## config.mk

```make
export PLATFORM = sky130hd
export DESIGN_NAME = riscv_lsu
export DESIGN_NICKNAME = d
export VERILOG_FILES = /design/src/rtl/riscv_lsu_pkg.sv /design/src/rtl/riscv_lsu_align.sv /design/src/rtl/riscv_lsu.sv
export SDC_FILE = /design/constraint.sdc
export NUM_CORES = 1
export LEC_CHECK = 0
export ABC_AREA = 1
export ABC_CLOCK_PERIOD_IN_PS = 11000
export BUFFER_PORTS_ARGS = -buffer_cell sky130_fd_sc_hd__buf_2
export CORE_MARGIN = 4
export CORE_UTILIZATION = 34
export CTS_CLUSTER_SIZE = 24
export DETAILED_ROUTE_END_ITERATION = 16
export GPL_ROUTABILITY_DRIVEN = 0
export PLACE_DENSITY = 0.65
export SKIP_LAST_GASP = 1
export SLEW_MARGIN = 5
export SYNTH_ARGS = -nofsm -noshare
export SYNTH_HDL_FRONTEND = slang
export SYNTH_SLANG_ARGS = --single-unit
```

## constraint.sdc

```tcl
create_clock -name clk -period 11 [get_ports clk]
set_input_delay 0.55 -clock clk [delete_from_list [all_inputs] [get_ports clk]]
set_output_delay 0.55 -clock clk [all_outputs]
set_load 0.02 [all_outputs]
```

## src/rtl/riscv_lsu_pkg.sv

```systemverilog
// riscv_lsu_pkg
// Shared types and helpers for the load/store unit.
//   lsu_size_t   : request size encoding (byte, half, word; 2'b11 acts as word)
//   lsu_state_t  : FSM state encoding for the unit
//   is_word      : true for word-sized requests (both word encodings)
//   is_misaligned: half with addr[0]=1, or word with addr[1:0]!=0
package riscv_lsu_pkg;

    typedef enum logic [1:0] {
        SIZE_BYTE     = 2'b00,
        SIZE_HALF     = 2'b01,
        SIZE_WORD     = 2'b10,
        SIZE_WORD_ALT = 2'b11
    } lsu_size_t;

    typedef enum logic [1:0] {
        ST_IDLE    = 2'b00,
        ST_READ    = 2'b01,
        ST_CAPTURE = 2'b10,
        ST_WRITE   = 2'b11
    } lsu_state_t;

    localparam int unsigned LSU_XLEN = 32;

    // Both 2'b10 and 2'b11 are word accesses, so only the upper bit matters.
    function automatic logic is_word(input lsu_size_t size);
        return size[1];
    endfunction

    function automatic logic is_misaligned(input lsu_size_t size, input logic [1:0] offset);
        return ((size == SIZE_HALF) && offset[0]) || (is_word(size) && (offset != 2'b00));
    endfunction

endpackage

```

## src/rtl/riscv_lsu_align.sv

```systemverilog
// riscv_lsu_align
// Combinational lane logic for the load/store unit.
//   offset      in  2   byte offset within the word (addr[1:0])
//   size        in  2   access size (lsu_size_t)
//   is_unsigned in  1   zero-extend sub-word loads
//   mem_word    in  32  word read from memory
//   store_data  in  32  right-justified store data
//   load_data   out 32  extracted and extended load value
//   merge_data  out 32  memory word with the store lane replaced
// Half accesses look only at offset[1], so an odd half offset is aligned down.
module riscv_lsu_align
    import riscv_lsu_pkg::*;
(
    input  logic [1:0]  offset,
    input  lsu_size_t   size,
    input  logic        is_unsigned,
    input  logic [31:0] mem_word,
    input  logic [31:0] store_data,
    output logic [31:0] load_data,
    output logic [31:0] merge_data
);

    logic [7:0]  lane_byte;
    logic [15:0] lane_half;

    always_comb begin
        lane_byte = mem_word[{offset, 3'b000} +: 8];
        lane_half = offset[1] ? mem_word[31:16] : mem_word[15:0];

        load_data  = mem_word;
        merge_data = mem_word;
        case (size)
            SIZE_BYTE: begin
                load_data = is_unsigned ? {24'h0, lane_byte} : {{24{lane_byte[7]}}, lane_byte};
                merge_data[{offset, 3'b000} +: 8] = store_data[7:0];
            end
            SIZE_HALF: begin
                load_data = is_unsigned ? {16'h0, lane_half} : {{16{lane_half[15]}}, lane_half};
                merge_data[{offset[1], 4'b0000} +: 16] = store_data[15:0];
            end
            default: begin
                load_data  = mem_word;
                merge_data = store_data;
            end
        endcase
    end

endmodule

```

## src/rtl/riscv_lsu.sv

```systemverilog
// riscv_lsu
// Load/store unit between the datapath and a word-only synchronous memory.
// Sub-word stores are done as read-modify-write.
//   clk, rst                  clock, asynchronous active-high reset
//   req_valid/req_ready       request handshake (transfer when both high;
//                             req_ready is high only in IDLE)
//   req_write, req_size, req_unsigned, req_addr, req_wdata  request fields
//   rsp_valid                 one-cycle completion pulse
//   rsp_rdata                 extended load data, 0 for stores
//   rsp_error                 misaligned access (only with the macro)
//   dAddress, MemWrite, dWriteData, dReadData  memory port
// Optional feature macro: LSU_MISALIGN_CHECK_EN -- misaligned half/word
// requests are rejected with rsp_error instead of being aligned down.
module riscv_lsu
    import riscv_lsu_pkg::*;
(
    input  logic        clk,
    input  logic        rst,
    input  logic        req_valid,
    output logic        req_ready,
    input  logic        req_write,
    input  logic [1:0]  req_size,
    input  logic        req_unsigned,
    input  logic [31:0] req_addr,
    input  logic [31:0] req_wdata,
    output logic        rsp_valid,
    output logic [31:0] rsp_rdata,
    output logic        rsp_error,
    output logic [31:0] dAddress,
    output logic        MemWrite,
    output logic [31:0] dWriteData,
    input  logic [31:0] dReadData
);

    lsu_state_t  state;
    logic        wr_q;
    lsu_size_t   size_q;
    logic        uns_q;
    logic [1:0]  off_q;
    logic [31:0] wdata_q;
    logic [31:0] load_data;
    logic [31:0] merge_data;
    lsu_size_t   req_sz;
    logic        accept;
    logic        misaligned;

    assign req_sz = lsu_size_t'(req_size);
    assign accept = req_valid && req_ready;

    // Decoded from the state register so reset clears MemWrite immediately.
    assign req_ready = (state == ST_IDLE);
    assign MemWrite  = (state == ST_WRITE);

`ifdef LSU_MISALIGN_CHECK_EN
    logic err_q;
    assign misaligned = is_misaligned(req_sz, req_addr[1:0]);
    assign rsp_error  = err_q;
`else
    assign misaligned = 1'b0;
    assign rsp_error  = 1'b0;
`endif

    riscv_lsu_align u_align (
        .offset      (off_q),
        .size        (size_q),
        .is_unsigned (uns_q),
        .mem_word    (dReadData),
        .store_data  (wdata_q),
        .load_data   (load_data),
        .merge_data  (merge_data)
    );

    always_ff @(posedge clk or posedge rst) begin
        if (rst) begin
            state      <= ST_IDLE;
            wr_q       <= 1'b0;
            size_q     <= SIZE_BYTE;
            uns_q      <= 1'b0;
            off_q      <= 2'b00;
            wdata_q    <= 32'h0;
            dAddress   <= 32'h0;
            dWriteData <= 32'h0;
            rsp_valid  <= 1'b0;
            rsp_rdata  <= 32'h0;
`ifdef LSU_MISALIGN_CHECK_EN
            err_q      <= 1'b0;
`endif
        end else begin
            rsp_valid <= 1'b0;
`ifdef LSU_MISALIGN_CHECK_EN
            err_q     <= 1'b0;
`endif
            case (state)
                ST_IDLE: begin
                    if (accept) begin
                        wr_q    <= req_write;
                        size_q  <= req_sz;
                        uns_q   <= req_unsigned;
                        off_q   <= req_addr[1:0];
                        wdata_q <= req_wdata;
                        if (misaligned) begin
                            // Rejected without touching the memory port.
                            rsp_valid <= 1'b1;
                            rsp_rdata <= 32'h0;
`ifdef LSU_MISALIGN_CHECK_EN
                            err_q     <= 1'b1;
`endif
                        end else begin
                            dAddress <= {req_addr[31:2], 2'b00};
                            if (req_write && is_word(req_sz)) begin
                                dWriteData <= req_wdata;
                                state      <= ST_WRITE;
                            end else begin
                                state <= ST_READ;
                            end
                        end
                    end
                end
                ST_READ: begin
                    state <= ST_CAPTURE;
                end
                ST_CAPTURE: begin
                    if (wr_q) begin
                        dWriteData <= merge_data;
                        state      <= ST_WRITE;
                    end else begin
                        rsp_rdata <= load_data;
                        rsp_valid <= 1'b1;
                        state     <= ST_IDLE;
                    end
                end
                ST_WRITE: begin
                    rsp_rdata <= 32'h0;
                    rsp_valid <= 1'b1;
                    state     <= ST_IDLE;
                end
                default: begin
                    state <= ST_IDLE;
                end
            endcase
        end
    end

endmodule

```

==> flow_summary.yaml <==
status:
  status: "finished clean"
worst_setup_path:
  criticalPathCategory: "reg -> reg"
  endpoint: "dWriteData[2]"
  crit_required_ns: 11.36
  r2r_end: "dWriteData[2]"
  max_stage_delay_ns: 0.92
  startpoint: "off_q[0]"
  arrival_ns: 3.10
  reg2reg_setup_slack_ns: 8.25
  r2r_cells: 9
  crit_fanout: 30
  crit_slowest_cell: "dfrtp_1"
  worstSetupStartpointType: "flip-flop"
  crit_top_cell: "nand2_1"
  regToRegStartpoint: "off_q[0]"
  end_kind: "flip-flop"
  path_cells: "inv_1 -> ha_1 -> nor2_1 -> inv_1 -> o21ai_0 -> nand2_1 -> nand3_1 -> nand2_1 -> nand2_1"
synthesis:
  synth_top_area_cell: "dfrtp_1"
  synth.avg_cell_area_um2: 7.42
  synth_edf_count: 0
  synth.cell_area_um2: 7420
  yosys-top-cells-area: "dfrtp_1, nand2_1, a21oi_1, o21ai_0, mux2_2"
  ys_ff_latch: 135
  syn_inst: 999
  synth_common_cells: "nand2_1, a21oi_1, dfrtp_1"
  yosysMostFrequentCell: "nand2_1"
  yosys_warnings: 0
  ys.flop_type: "dfrtp_1"
  async_flop_share_pct: 100
  ys_types: 22
  synth_top_area_share_pct: 45.5
  ys_seq_area_share_pct: 45.5
sta:
  fmax_ghz: 0.364
  fin_crit_ns: 2.75
  fin_setup_tns_ns: 0
  fin_skew_ns: 0.0107
  relSlewSlack_pct: 28.6
  rsz0062_at_grt: "false"
  finalCritPeriodShare_pct: 25.0
  tightest_slew_ns: 1.07
  finalSetupViolCount: 0
  finalHoldViolCount: 0
  slew_violations: 0
detailed_routing:
  drc: 0
  viasPerCell: 5.10
  wl_per_cell_um: 17.1
  antenna_left: 0
  drt-initial-drc-count: 727
  vias: 7413
  wl_mm: 24.8
  drtPass1Iterations: 6
floorplanning:
  ios: 203
  die_x_um: 156
  die_h_um: 156
  coreArea_um2: 21200
  die-area_um2: 24200
  rows: 53
  start_util_pct: 35.0
grt:
  grt_max_degree: 101
  grt_first_pass_wirelength_mm: 39.0
  antenna_found_initial: 2
  grt_usage_pct: 20.2
  grt_pass1_vias: 7148
  overflow: 0
final_layout:
  num_antenna_cells: 0
  final_core_util_pct: 43.0
  final_area_um2: 9130
  area_growth_syn_to_layout_pct: 23.1
  drive_above_1_share_pct: 23.5
  fin_nets: 1275
power:
  ir_drop_mv: 0.134
  totalPowerFinal_mw: 2.93
  p_leak_nw: 4.84
  powerDensity_nw_per_um2: 321
clocking:
  clock_path_buffers: 2
  cts_tree: "done"
  numClockSinks: 135
  root_buffer: "clkbuf_16"
  insertion_delay_ns: 0.42
  ctsResizeCount: 0
  cts_buffers: 17
  cts.htree.levels: 4
  holdBufCountCts: 0
  cts_setup_buffers: 0
  clkTransAtPathRegs_ns: 0.06
placed_design:
  post_dp_cell_area_um2: 8550
  hpwlAfterDp_mm: 18.2
  port_buffers: 199
hold_path:
  hold_class: "in -> async"
job:
  maxCapViolations: 0
==> registers in the layout, indices dropped and copies added (netlist names) <==
signal / flops
uns_q: 1
rsp_valid: 1
size_q: 2
wr_q: 1
wdata_q: 32
rsp_rdata: 32
dWriteData: 32
off_q: 2
dAddress: 30
state: 2
==> cell families (layout without fill, tap and decap cells) <==
family | count (synthesis) | after routing | share of synthesized area [%]
simple gates | 416 | 416 | 22.3
compound gates | 263 | 263 | 18.4
flops | 135 | 135 | 45.5
mux | 30 | 30 | 4.55
buf+inv | 149 | 326 | 8.38
fa+ha+maj | 5 | 5 | 0.843
other cells | 1 | 3 | 0.0506
==> final cells by class <==
type	instances	area [um2]
repair buffers	206	1050
flip-flops and latches	135	3380
clock buffers	22	484
well taps	275	344
multi-input cells	717	3430
clock inverters	8	97.6
inverters	90	343
fillers	2226	12100
==> report_power, final <==
group / leakage, nW / total, mW / internal (mW) / switching [mW]
clock: 0.280 / 0.565 / 0.354 / 0.211
combinational: 2.89 / 1.48 / 0.471 / 1.01
sequential: 1.67 / 0.889 / 0.726 / 0.163
==> worst min path at each step <==
stage | to | slack (ns) | cells past startpoint
floorplan | wdata_q[31] | 0.45 | 2
global placement | rsp_rdata[4] | 0.46 | 2
detailed placement | dWriteData[19] | 0.46 | 2
CTS | dAddress[4] | 0.23 | 2
global route | dAddress[7] | 0.25 | 2
finish | dAddress[14] | 0.20 | 2
==> critical path: cells and delay by family, from the launching register on <==
family / cells / cell delay, ns
simple gates: 5 / 0.60
buf+inv: 2 / 0.45
compound gates: 1 / 0.18
fa+ha+maj: 1 / 0.52
flops: 1 / 0.92
==> routing by layer <==
metal | track usage [%] | share of wire [%]
met1 | 27.8 | 43
met2 | 30.0 | 43
met3 | 6.74 | 11
met4 | 7.00 | 3.0
met5 | 0 | 0.085
==> metrics by stage <==
step           instances  worst slack (ns)  hold WS (ns)
5_1_grt             1453              8.08         0.255
2_1_floorplan       1001              6.84         0.453
6_report            1453              8.25         0.204
3_3_place_gp        1423              8.33         0.458
3_5_place_dp        1423              8.33         0.461
4_1_cts             1453              8.34         0.225
==> cells in the final DEF (no fill, tap or decap) <==
cell / count
nor2_1: 18
o221ai_1: 4
nand2_1: 342
inv_1: 85
o211ai_1: 12
ha_1: 5
nor2_2: 1
mux2_2: 30
o21ai_0: 96
clkbuf_1: 1
dfrtp_1: 135
inv_2: 4
conb_1: 3
bufinv_16: 2
o21ai_1: 3
a21oi_1: 148
clkbuf_16: 17
clkinv_2: 3
clkinvlp_4: 3
nand2_4: 2
nand2_2: 3
buf_2: 199
clkbuf_8: 4
nand3_1: 49
buf_4: 7
nand3_4: 1
inv_6: 1
No activity file was read; power rests on OpenSTA's default activity.
